## src/rtl/rcnot_pipe.sv

```systemverilog
// rcnot_pipe: reversible-gate datapath (PASS / CNOT fan-out / Toffoli / Fredkin)
// feeding a two-entry output skid buffer, plus a saturating count of
// accepted non-PASS operations.
//
// Handshake: a word moves on any rising edge where valid && ready are both
// high on that interface. A producer may not withdraw or change an offered
// word until it is taken. The consumer sees out_data/out_valid held stable
// while out_valid && !out_ready. in_ready depends only on registered state,
// so there is no combinational path from out_ready to in_ready.
module rcnot_pipe #(
  parameter int WIDTH = 4,
  parameter int NCTRL = 1
) (
  input  logic             clk,
  input  logic             rst_n,
  input  logic             in_valid,
  output logic             in_ready,
  input  logic [WIDTH-1:0] in_data,
  input  logic [1:0]       in_op,
  output logic             out_valid,
  input  logic             out_ready,
  output logic [WIDTH-1:0] out_data,
  input  logic             cnt_clr,
  output logic [15:0]      op_count,
  output logic [1:0]       dbg_state
);

  // Targets are the bits above the controls; Fredkin swaps the lower half
  // of the targets with the upper half, leaving an odd top bit alone.
  localparam int NTGT  = WIDTH - NCTRL;
  localparam int HALF  = NTGT / 2;

  localparam logic [1:0] OP_PASS = 2'b00;
  localparam logic [1:0] OP_CNOT = 2'b01;
  localparam logic [1:0] OP_TOFF = 2'b10;
  localparam logic [1:0] OP_FRED = 2'b11;

  // Occupancy of the output buffer; the head entry is always head_q.
  typedef enum logic [1:0] {
    ST_EMPTY = 2'd0,
    ST_ONE   = 2'd1,
    ST_TWO   = 2'd2
  } state_e;

  state_e           state_q, state_d;
  logic [WIDTH-1:0] head_q, head_d;
  logic [WIDTH-1:0] tail_q, tail_d;
  logic [15:0]      cnt_q, cnt_d;

  logic             ctrl_all;
  logic [WIDTH-1:0] gate_res;
  logic             accept;
  logic             drain;

  // Ready and valid are decoded purely from the state register.
  assign in_ready  = (state_q != ST_TWO);
  assign out_valid = (state_q != ST_EMPTY);
  assign out_data  = head_q;
  assign op_count  = cnt_q;
  assign dbg_state = state_q;

  assign accept = in_valid && in_ready;
  assign drain  = out_valid && out_ready;

  assign ctrl_all = &in_data[NCTRL-1:0];

  // Gate evaluation on the offered word; controls always pass through.
  always_comb begin
    gate_res = in_data;
    case (in_op)
      OP_CNOT: begin
        for (int i = NCTRL; i < WIDTH; i++) begin
          gate_res[i] = in_data[i] ^ in_data[0];
        end
      end
      OP_TOFF: begin
        for (int i = NCTRL; i < WIDTH; i++) begin
          gate_res[i] = in_data[i] ^ ctrl_all;
        end
      end
      OP_FRED: begin
        if (ctrl_all) begin
          for (int k = 0; k < HALF; k++) begin
            gate_res[NCTRL+k]      = in_data[NCTRL+HALF+k];
            gate_res[NCTRL+HALF+k] = in_data[NCTRL+k];
          end
        end
      end
      default: gate_res = in_data;
    endcase
  end

  // Buffer next-state: accept grows occupancy, drain shrinks it, both hold it.
  always_comb begin
    state_d = state_q;
    head_d  = head_q;
    tail_d  = tail_q;
    case (state_q)
      ST_EMPTY: begin
        if (accept) begin
          head_d  = gate_res;
          state_d = ST_ONE;
        end
      end
      ST_ONE: begin
        if (accept && drain) begin
          head_d  = gate_res;
        end else if (accept) begin
          tail_d  = gate_res;
          state_d = ST_TWO;
        end else if (drain) begin
          state_d = ST_EMPTY;
        end
      end
      ST_TWO: begin
        // in_ready is low here, so only a drain can happen.
        if (drain) begin
          head_d  = tail_q;
          state_d = ST_ONE;
        end
      end
      default: begin
        state_d = ST_EMPTY;
      end
    endcase
  end

  // Operation counter: clear wins over a same-cycle increment; saturates.
  always_comb begin
    cnt_d = cnt_q;
    if (cnt_clr) begin
      cnt_d = 16'd0;
    end else if (accept && (in_op != OP_PASS) && (cnt_q != 16'hFFFF)) begin
      cnt_d = cnt_q + 16'd1;
    end
  end

  // State, buffer entries and counter registers; reset discards everything.
  always_ff @(posedge clk) begin
    if (!rst_n) begin
      state_q <= ST_EMPTY;
      head_q  <= '0;
      tail_q  <= '0;
      cnt_q   <= 16'd0;
    end else begin
      state_q <= state_d;
      head_q  <= head_d;
      tail_q  <= tail_d;
      cnt_q   <= cnt_d;
    end
  end

endmodule

```

## config.mk

```make
export PLATFORM = sky130hd
export DESIGN_NAME = rcnot_pipe
export DESIGN_NICKNAME = d
export VERILOG_FILES = /design/src/rtl/rcnot_pipe.sv
export SDC_FILE = /design/constraint.sdc
export NUM_CORES = 1
export LEC_CHECK = 0
export ABC_AREA = 1
export ABC_CLOCK_PERIOD_IN_PS = 1900
export CAP_MARGIN = 5
export CORE_ASPECT_RATIO = 0.7
export CORE_MARGIN = 2
export CORE_UTILIZATION = 49
export CTS_CLUSTER_SIZE = 8
export DETAILED_ROUTE_END_ITERATION = 10
export HOLD_SLACK_MARGIN = 0.08
export PLACE_DENSITY = 0.79
export SLEW_MARGIN = 20
export SYNTH_ARGS = -nofsm -noshare
export SYNTH_HDL_FRONTEND = slang
export SYNTH_SLANG_ARGS = --single-unit
```

## constraint.sdc

```tcl
create_clock -name clk -period 1.9 [get_ports clk]
set_input_delay 0.285 -clock clk [delete_from_list [all_inputs] [get_ports clk]]
set_output_delay 0.285 -clock clk [all_outputs]
set_load 0.01 [all_outputs]
```

* After elaboration in Yosys (flattened, before gate mapping) *
Cells that the tools add are included.
Widths: inputs -> output; s select.

operators by class
  $add $sub $neg = 1
  multipliers = 0
  div/mod/pow operators = 0
  $lt $le $gt $ge = 0
  equality and inequality tests = 12
  shifts and indexed selects = 0
  muxes and demuxes = 13
  bitwise logic cells = 5
  reductions and logical operators = 14

operators by type and width
  kind                   number
  $add 16x1->16 const B  1
  $ne 16x16->1 const B   1
  $mux 2                 6
  $mux 4                 3
  $pmux 4 s3             1
  $ne 2x2->1 const B     5
  $reduce_and 4->1       2
  $eq 2x2->1 const B     3
  $pmux 2 s3             1
  $logic_and 1x1->1      5
  $eq 2x1->1 const B     2
  $pmux 2 s2             1
  $reduce_bool 2->1      2
  $reduce_or 2->1        2
  $ne 3x3->1 const B     1
  $reduce_and 3->1       1
  $reduce_bool 3->1      1
  $xor 1x1->1            3
  $logic_not 2->1        1
  $not 1->1              2
  $mux 1                 1

storage, ports and cells
  flip-flop bits (word level) = 26
  latch bits = 0
  RAM bits = 0
  ROM bits = 0
  memories = 0

* Longest topological paths before layout *
Gate-level depths: netlist (run 1).

  depth after elaboration = 6
  gate-level depth with buffers = 9
  mapped depth without buffers = 9

* Least setup slack after synthesis (run 1) *
Ideal clock, no wire load.

  path kind = reg-to-reg
  start = register cnt_q[1] (netlist: op_count[1])
  end = register cnt_q[13] (netlist: op_count[13])
  data arrival time = 1397 ps
  data required time = 1768 ps
  path slack = 371 ps
  cell stages (with the launch flop) = 9
  clock period less this slack = 1529 ps
  cell sequence = dfxtp_1 ha_1 inv_1 nor2_4 nand2_1 o21a_4 buf_6 nand2_1 a21oi_1

between the ends
  longest elaborated chain between the ends = 2
  elaborated cells on any way between the ends = 3
  those cells by class = add/sub: 1; eq/ne: 1; reduce/logical: 1

ends and longest elaborated chain
  element                                                                RTL line  source
  from (decl)                                                            48        logic [15:0] cnt_q, cnt_d;
  from (signal assigned)                                                 149       cnt_q <= cnt_d;
  parallel branches: the longest is 2 deep, another holds $add 16x1->16  n/a

Parallel ways; which one is timed is not known.
A chain may end at the register's enable or synchronous reset.

* Final worst setup path (run 1) *
  start = register state_q[1] (netlist: dbg_state[1])
  end = output out_valid

between the ends
  longest elaborated chain between the ends = 1

ends and longest elaborated chain
  element                 RTL line  source
  from (decl)             45        state_e state_q, state_d;
  from (signal assigned)  146       state_q <= state_d;
  $reduce_bool 2->1       57        assign out_valid = (state_q != ST_EMPTY);
  to (decl)               20        output logic out_valid,

Every way passes these cells.

==> metrics, run 1 <==
outcome=complete, no violations; top post-synthesis cells by area=dfxtp_1 (35%), nand2_1 (17%), nor2_1 (7.3%); Final Cycle Share=87.3%; ys async rst share=0%; Port Buffers=34; Filler Cells Inserted=275; CTS max path bufs=2; core area=2840 sq um; clock-pin slew on the worst setup and hold paths=0.09 ns; syn nets=around 240; first-pass detailed-route iteration total=4; hold_buf cts=0; Vias per Instance=a little over 5; CP arrival=1.37 ns; register area share after synthesis=34.8%; layout cell share with drive strength beyond 1=under 10%; die area=3520 sq um; die height=50.2 um; clk_skew=0.00398 ns; RSZ-0062 raised after global routing=false; antenna violations before repair=0; global-route wire length before repair=5.89 mm; top cell type's share of synthesized area=between 30% and 40%; Clk Tree Root Cell=clkbuf_8; worst-margin pin slew=0.492 ns; setup TNS=0 ns; GRT Total Usage=a little over a fifth; Fin. Hold Viols=0; fin area=1930 sq um; Final HPWL DP=2.70 mm; Max-slew headroom=between 60% and 70%; commonest non-fill, non-tap cells in the layout=nand2_1 (68), clkdlybuf4s50_1 (34), nor2_1 (29); Ports=35; largest net degree at the start of global routing=15; Die Width=approximately 70 um; Final Setup Violations=0; via count=1542; crit end category=output port; H-tree levels=1; placed instance area=1880 sq um; Max Fanout on Critical Path=4; Rows=16; CTS resizes=0; Cell Area, Synth=around 1500 sq um; worst vdd ir=0.483 mV; Worst Setup Path Type=reg2out; GPL Wtd Cong=0.882; Tmin final=1.66 ns; Routed WL=3.54 mm; P_leak=between 0.7 and 0.8 nW; Avg Cell Area, Syn=6.50 sq um; Synth area leader=dfxtp_1; Clock Sinks=26; Max-Cap Viols=0; post-CTS setup buffers=0; CTS tree=yes; Starting Density=between 50% and 60%; clk_lat worst skew=0.27 ns; Worst Path Required=1.62 ns; Fmax=603 MHz; gr ovfl total=0; PD cells=563 nW/um^2; Worst Hold Class=reg2reg; vias in the first global route=between 1000 and 1500; Synth Flop Type=dfxtp_1; flops & latches, synth=26; Netlist cell types=25; Slew Limit Fails=0; # diodes=0; synth-to-layout area growth=29.2%; Initial DRC Count=between 80 and 90; number of synthesized flops with an enable pin=0; DRC Markers=0; DRT antenna net count=0; nets=between 200 and 300; WL/cell=between 10 and 15 um; commonest non-fill, non-tap cell in the layout=nand2_1; Post-Syn Instances=230; Ys Warns=0; CTS buffer count=3; Setup crit start kind=flip-flop
worst max-delay path, cell delays in order, from the launching register on:
cell             delay, ns
dfxtp_1               0.42
inv_1                 0.10
nand2_1               0.06
clkdlybuf4s50_1       0.52
cells in the mapped netlist (2+ instances only):
cell type and instances:
nand2_1 68, nor2_1 29, dfxtp_1 26, inv_1 26, a21oi_1 19, o21ai_0 15, nand3_1 11, nand4_1 5
xor2_1 5, ha_1 3, nand2_2 3, nor2_2 3, buf_6 2, inv_2 2, nor2_4 2, xnor2_1 2
state kept, by name (all words and copies together) (netlist names):
name / cells
dbg_state: 2
op_count: 16
out_data: 4
tail_q: 4
final timing paths:
check,startpoint,endpoint,slack [ns],depth (start not counted)
min reg2reg,tail_q[0],out_data[0],0.49,2
max,dbg_state[1],out_valid,0.24,3
max reg2reg,op_count[0],op_count[9],0.28,7
min,tail_q[0],out_data[0],0.49,2
through the flow:
stage | std cells | hold slack [ns] | total power (W) | util (%) | setup WS (ns)
finish | 304 | 0.492 | 0.00109 | 68.0 | 0.242
global route | 304 | 0.527 | 0.00114 | 68.0 | 0.113
CTS | 304 | 0.488 | 0.00110 | 68.0 | 0.231
detailed placement | 300 | 0.475 | 0.000747 | 66.0 | 0.0105
global placement | 300 | 0.470 | 0.000744 | 66.0 | 0.0635
floorplan | 230 | 0.403 | 0.000673 | - | 0.371
layer usage:
layer	global-route usage (%)	part of all wire, %
met1	31.0	51
met2	31.7	41
met3	4.82	7.4
met4	2.88	0.28
met5	0	0
cell type report:
| cell class | count | area, sq um | area share [%] |
|---|---|---|---|
| Timing Repair Buffer | 37 | 363 | 18.8 |
| Inverter | 28 | 105 | 5.44 |
| Clock buffer | 4 | 55.1 | 2.85 |
| Multi-Input combinational cell | 173 | 843 | 43.7 |
| Sequential cell | 26 | 520 | 26.9 |
| Tap cell | 36 | 45.0 | 2.33 |
power breakdown:
part	switching (W)	total (W)	internal (W)
logic	0.0000883	0.000165	0.0000772
clock network	0.000166	0.000351	0.000185
registers	0.0000105	0.000570	0.000560
total	0.000265	0.00109	0.000822
kinds of logic after synthesis:
kind of cell / count (synthesis) / share of synthesized area, %
compound gates: 39 / 14.1
xor+xnor: 7 / 4.10
fa+ha+maj: 3 / 2.51
buf+inv: 31 / 8.79
flops: 26 / 34.8
simple gates: 124 / 35.7
Power figures use the tool's default switching activity.
==> inputs of run 2 (changes only) <==
--- a/config.mk
+++ b/config.mk
@@ -5,7 +5,6 @@
 export SDC_FILE = /design/constraint.sdc
 export NUM_CORES = 1
 export LEC_CHECK = 0
-export ABC_AREA = 1
 export ABC_CLOCK_PERIOD_IN_PS = 1900
 export CAP_MARGIN = 5
 export CORE_ASPECT_RATIO = 0.7
==> metrics, run 2 <==
RSZ-0062 raised after global routing=false (unchanged); Final Setup Violations=0 (unchanged); Synth area leader=dfxtp_1 (unchanged); worst-margin pin slew=0.326 ns (was 0.492 ns); Max-Cap Viols=0 (unchanged); via count=1530 (was 1542); gr ovfl total=0 (unchanged); Worst Setup Path Type=reg2out (unchanged); sw frac=23.4% (was 24.4%); DRC Markers=0 (unchanged); DRT antenna net count=0 (unchanged); top-count cell post-synth=dfxtp_1 (was nand2_1); P_leak=0.757 nW (was 0.767 nW); clk_skew=0.00305 ns (was 0.00398 ns); slowest CP cell=clkdlybuf4s50_1 (unchanged); top cell type's share of synthesized area=35.8% (was 34.8%); Int Power=0.000934 W (was 0.000822 W); Clock power frac=38.3% (was 32.3%); GRT Total Usage=23.5% (was 20.9%); GPL Wtd Cong=0.850 (was 0.882); commonest non-fill, non-tap cells in the layout=clkdlybuf4s50_1 (32), dfxtp_1 (25), nand2_1 (18), buf_4 (18), a21oi_1 (15) (was nand2_1 (68), clkdlybuf4s50_1 (34), nor2_1 (29)); Vias per Instance=5.91 (was 5.07); Avg Cell Area, Syn=8.36 sq um (was 6.50 sq um); Max Fanout on Critical Path=9 (was 4); Final Cycle Share=93.5% (was 87.3%); Starting Density=51.9% (was 52.6%); H-tree levels=1 (unchanged); Port Buffers=34 (unchanged); outcome=complete, no violations (unchanged); Rows=16 (unchanged); crit end category=output port (unchanged); largest net degree at the start of global routing=16 (was 15); commonest non-fill, non-tap cell in the layout=clkdlybuf4s50_1 (was nand2_1); Ports=35 (unchanged); top post-synthesis cells by area=dfxtp_1 (36%), a21oi_1 (5.5%), mux2i_1 (4.8%) (was dfxtp_1 (35%), nand2_1 (17%), nor2_1 (7.3%)); setup TNS=0 ns (unchanged); number of synthesized flops with an enable pin=0 (unchanged); crit path cell chain=nor2b_4, clkinv_4, clkdlybuf4s50_1 (was inv_1, nand2_1, clkdlybuf4s50_1); Post-Syn Instances=174 (was 230); nets=238 (was 283); Setup crit start kind=flip-flop (unchanged); hold_buf cts=0 (unchanged); core area=2800 sq um (was 2840 sq um); Largest register FFs=16 (unchanged); Seq pwr share=46.7% (was 52.5%); Synth Flop Type=dfxtp_1 (unchanged); final hold slack=0.494 ns (was 0.492 ns); Clk Tree Root Cell=clkbuf_8 (unchanged); clock-pin slew on the worst setup and hold paths=0.09 ns (about the same); clk_lat worst skew=0.28 ns (was 0.27 ns); ys async rst share=0% (unchanged); Post-synth top cells=dfxtp_1 (26), nand2_1 (18), a21oi_1 (16), nand2b_1 (10), nand3_1 (10) (was nand2_1 (68), nor2_1 (29), dfxtp_1 (26), inv_1 (26), a21oi_1 (19)); WL/cell=15.5 um (was 11.6 um); Fmax=563 MHz (was 603 MHz); post-CTS setup buffers=0 (unchanged); CTS max path bufs=2 (unchanged); syn nets=188 (was 244); # diodes=0 (unchanged); vias in the first global route=1423 (was 1320); Worst Path Required=1.62 ns (about the same); Netlist cell types=43 (was 25); Tmin final=1.78 ns (was 1.66 ns); Ys Warns=0 (unchanged); Fin. Hold Viols=0 (unchanged); worst vdd ir=0.464 mV (was 0.483 mV); Cell Area, Synth=1450 sq um (was 1500 sq um); die height=49.6 um (was 50.2 um); Worst Hold Class=reg2reg (unchanged); CP arrival=1.49 ns (was 1.37 ns); global-route wire length before repair=6.55 mm (was 5.89 mm); Combinational Power Share=15.0% (was 15.2%); Switch Pwr=0.000286 W (was 0.000265 W); Max-slew headroom=78.0% (was 67.0%); layout cell share with drive strength beyond 1=17.0% (was 7.09%); Routed WL=4.01 mm (was 3.54 mm); CTS tree=yes (unchanged); flops & latches, synth=26 (unchanged); Slew Limit Fails=0 (unchanged); CP bufs+invs=2 (unchanged); antenna violations before repair=0 (unchanged); delay-heaviest family, CP=buffers and inverters (unchanged); Clock Sinks=26 (unchanged); register area share after synthesis=35.8% (was 34.8%); slowest stage delay, CP=0.50 ns (was 0.52 ns); die area=3430 sq um (was 3520 sq um); Die Width=69.1 um (was 70.0 um); CTS buffer count=3 (unchanged); PD cells=595 nW/um^2 (was 563 nW/um^2); Final HPWL DP=2.95 mm (was 2.70 mm); synth-to-layout area growth=41.0% (was 29.2%); first-pass detailed-route iteration total=4 (unchanged); Initial DRC Count=138 (was 88)
run 2: stage by stage:
stage / area, sq um / power, W / utilization [%] / std cells / worst slack (ns)
after detailed placement: 1930 / 0.000758 / 68.8 / 254 / -0.289
after CTS: 2000 / 0.00122 / 71.4 / 258 / 0.00441
final: 2050 / 0.00122 / 73.1 / 259 / 0.124
after global placement: 1930 / 0.000749 / 68.8 / 254 / -0.216
after global routing: 2050 / 0.00126 / 73.1 / 259 / 0.0271
after floorplan: 1450 / 0.000669 / - / 174 / 0.204
run 2: kinds of logic (layout without fill, tap and decap cells):
logic type / after synthesis / count (layout) / share of synthesized area, %
xor+xnor: 1 / 1 / 0.603
simple gates: 85 / 86 / 33.6
compound gates: 41 / 41 / 18.2
mux: 7 / 7 / 4.82
buf+inv: 11 / 59 / 4.39
flops: 26 / 26 / 35.8
fa+ha+maj: 3 / 3 / 2.58
run 2: power groups by stage:
| stage | sequential (W) | clock [W] | combinational, W |
|---|---|---|---|
| 2_1_floorplan | 0.000586 | 0 | 0.0000839 |
| 3_3_place_gp | 0.000580 | 0 | 0.000168 |
| 3_5_place_dp | 0.000581 | 0 | 0.000176 |
| 4_1_cts | 0.000569 | 0.000470 | 0.000177 |
| 5_1_grt | 0.000572 | 0.000488 | 0.000199 |
| 6_report | 0.000570 | 0.000467 | 0.000183 |
run 2: what timing repair did:
action                                  in CTS  in global routing
gates resized for setup                      1                 11
pin swaps                                    0                  2
endpoints found under the setup margin       1                 11
gates cloned                                 0                  1
run 2: layout make-up:
class | count | area (sq um)
fill | 201 | 753
clock buffer | 3 | 41.3
multi-input combinational | 138 | 915
timing repair buffer | 52 | 480
inverter | 3 | 16.3
clock inverter | 1 | 30.0
sequential | 26 | 522
tap | 36 | 45.0
run 2: final timing paths:
| path | startpoint | to | slack (ns) | cells after the start |
|---|---|---|---|---|
| hold / removal | out_data[3] | out_data[3] | 0.49 | 2 |
| hold reg to reg | out_data[3] | out_data[3] | 0.49 | 2 |
| setup / recovery | dbg_state[1] | in_ready | 0.12 | 3 |
| setup reg to reg | op_count[0] | op_count[15] | 0.13 | 6 |
run 2: layer usage:
| metal | GRT usage, % | part of all wire, % |
|---|---|---|
| met5 | 0 | 0 |
| met4 | 5.23 | 0.92 |
| met3 | 5.11 | 6.9 |
| met2 | 38.6 | 46 |
| met1 | 31.9 | 46 |
run 2: worst register-to-register path: cells and delay by family (launching register included):
| family | cells | cell delay (ns) |
|---|---|---|
| mux | 1 | 0.16 |
| compound gates | 1 | 0.28 |
| simple gates | 2 | 0.53 |
| buf+inv | 1 | 0.17 |
| flops | 1 | 0.33 |
| fa+ha+maj | 1 | 0.25 |
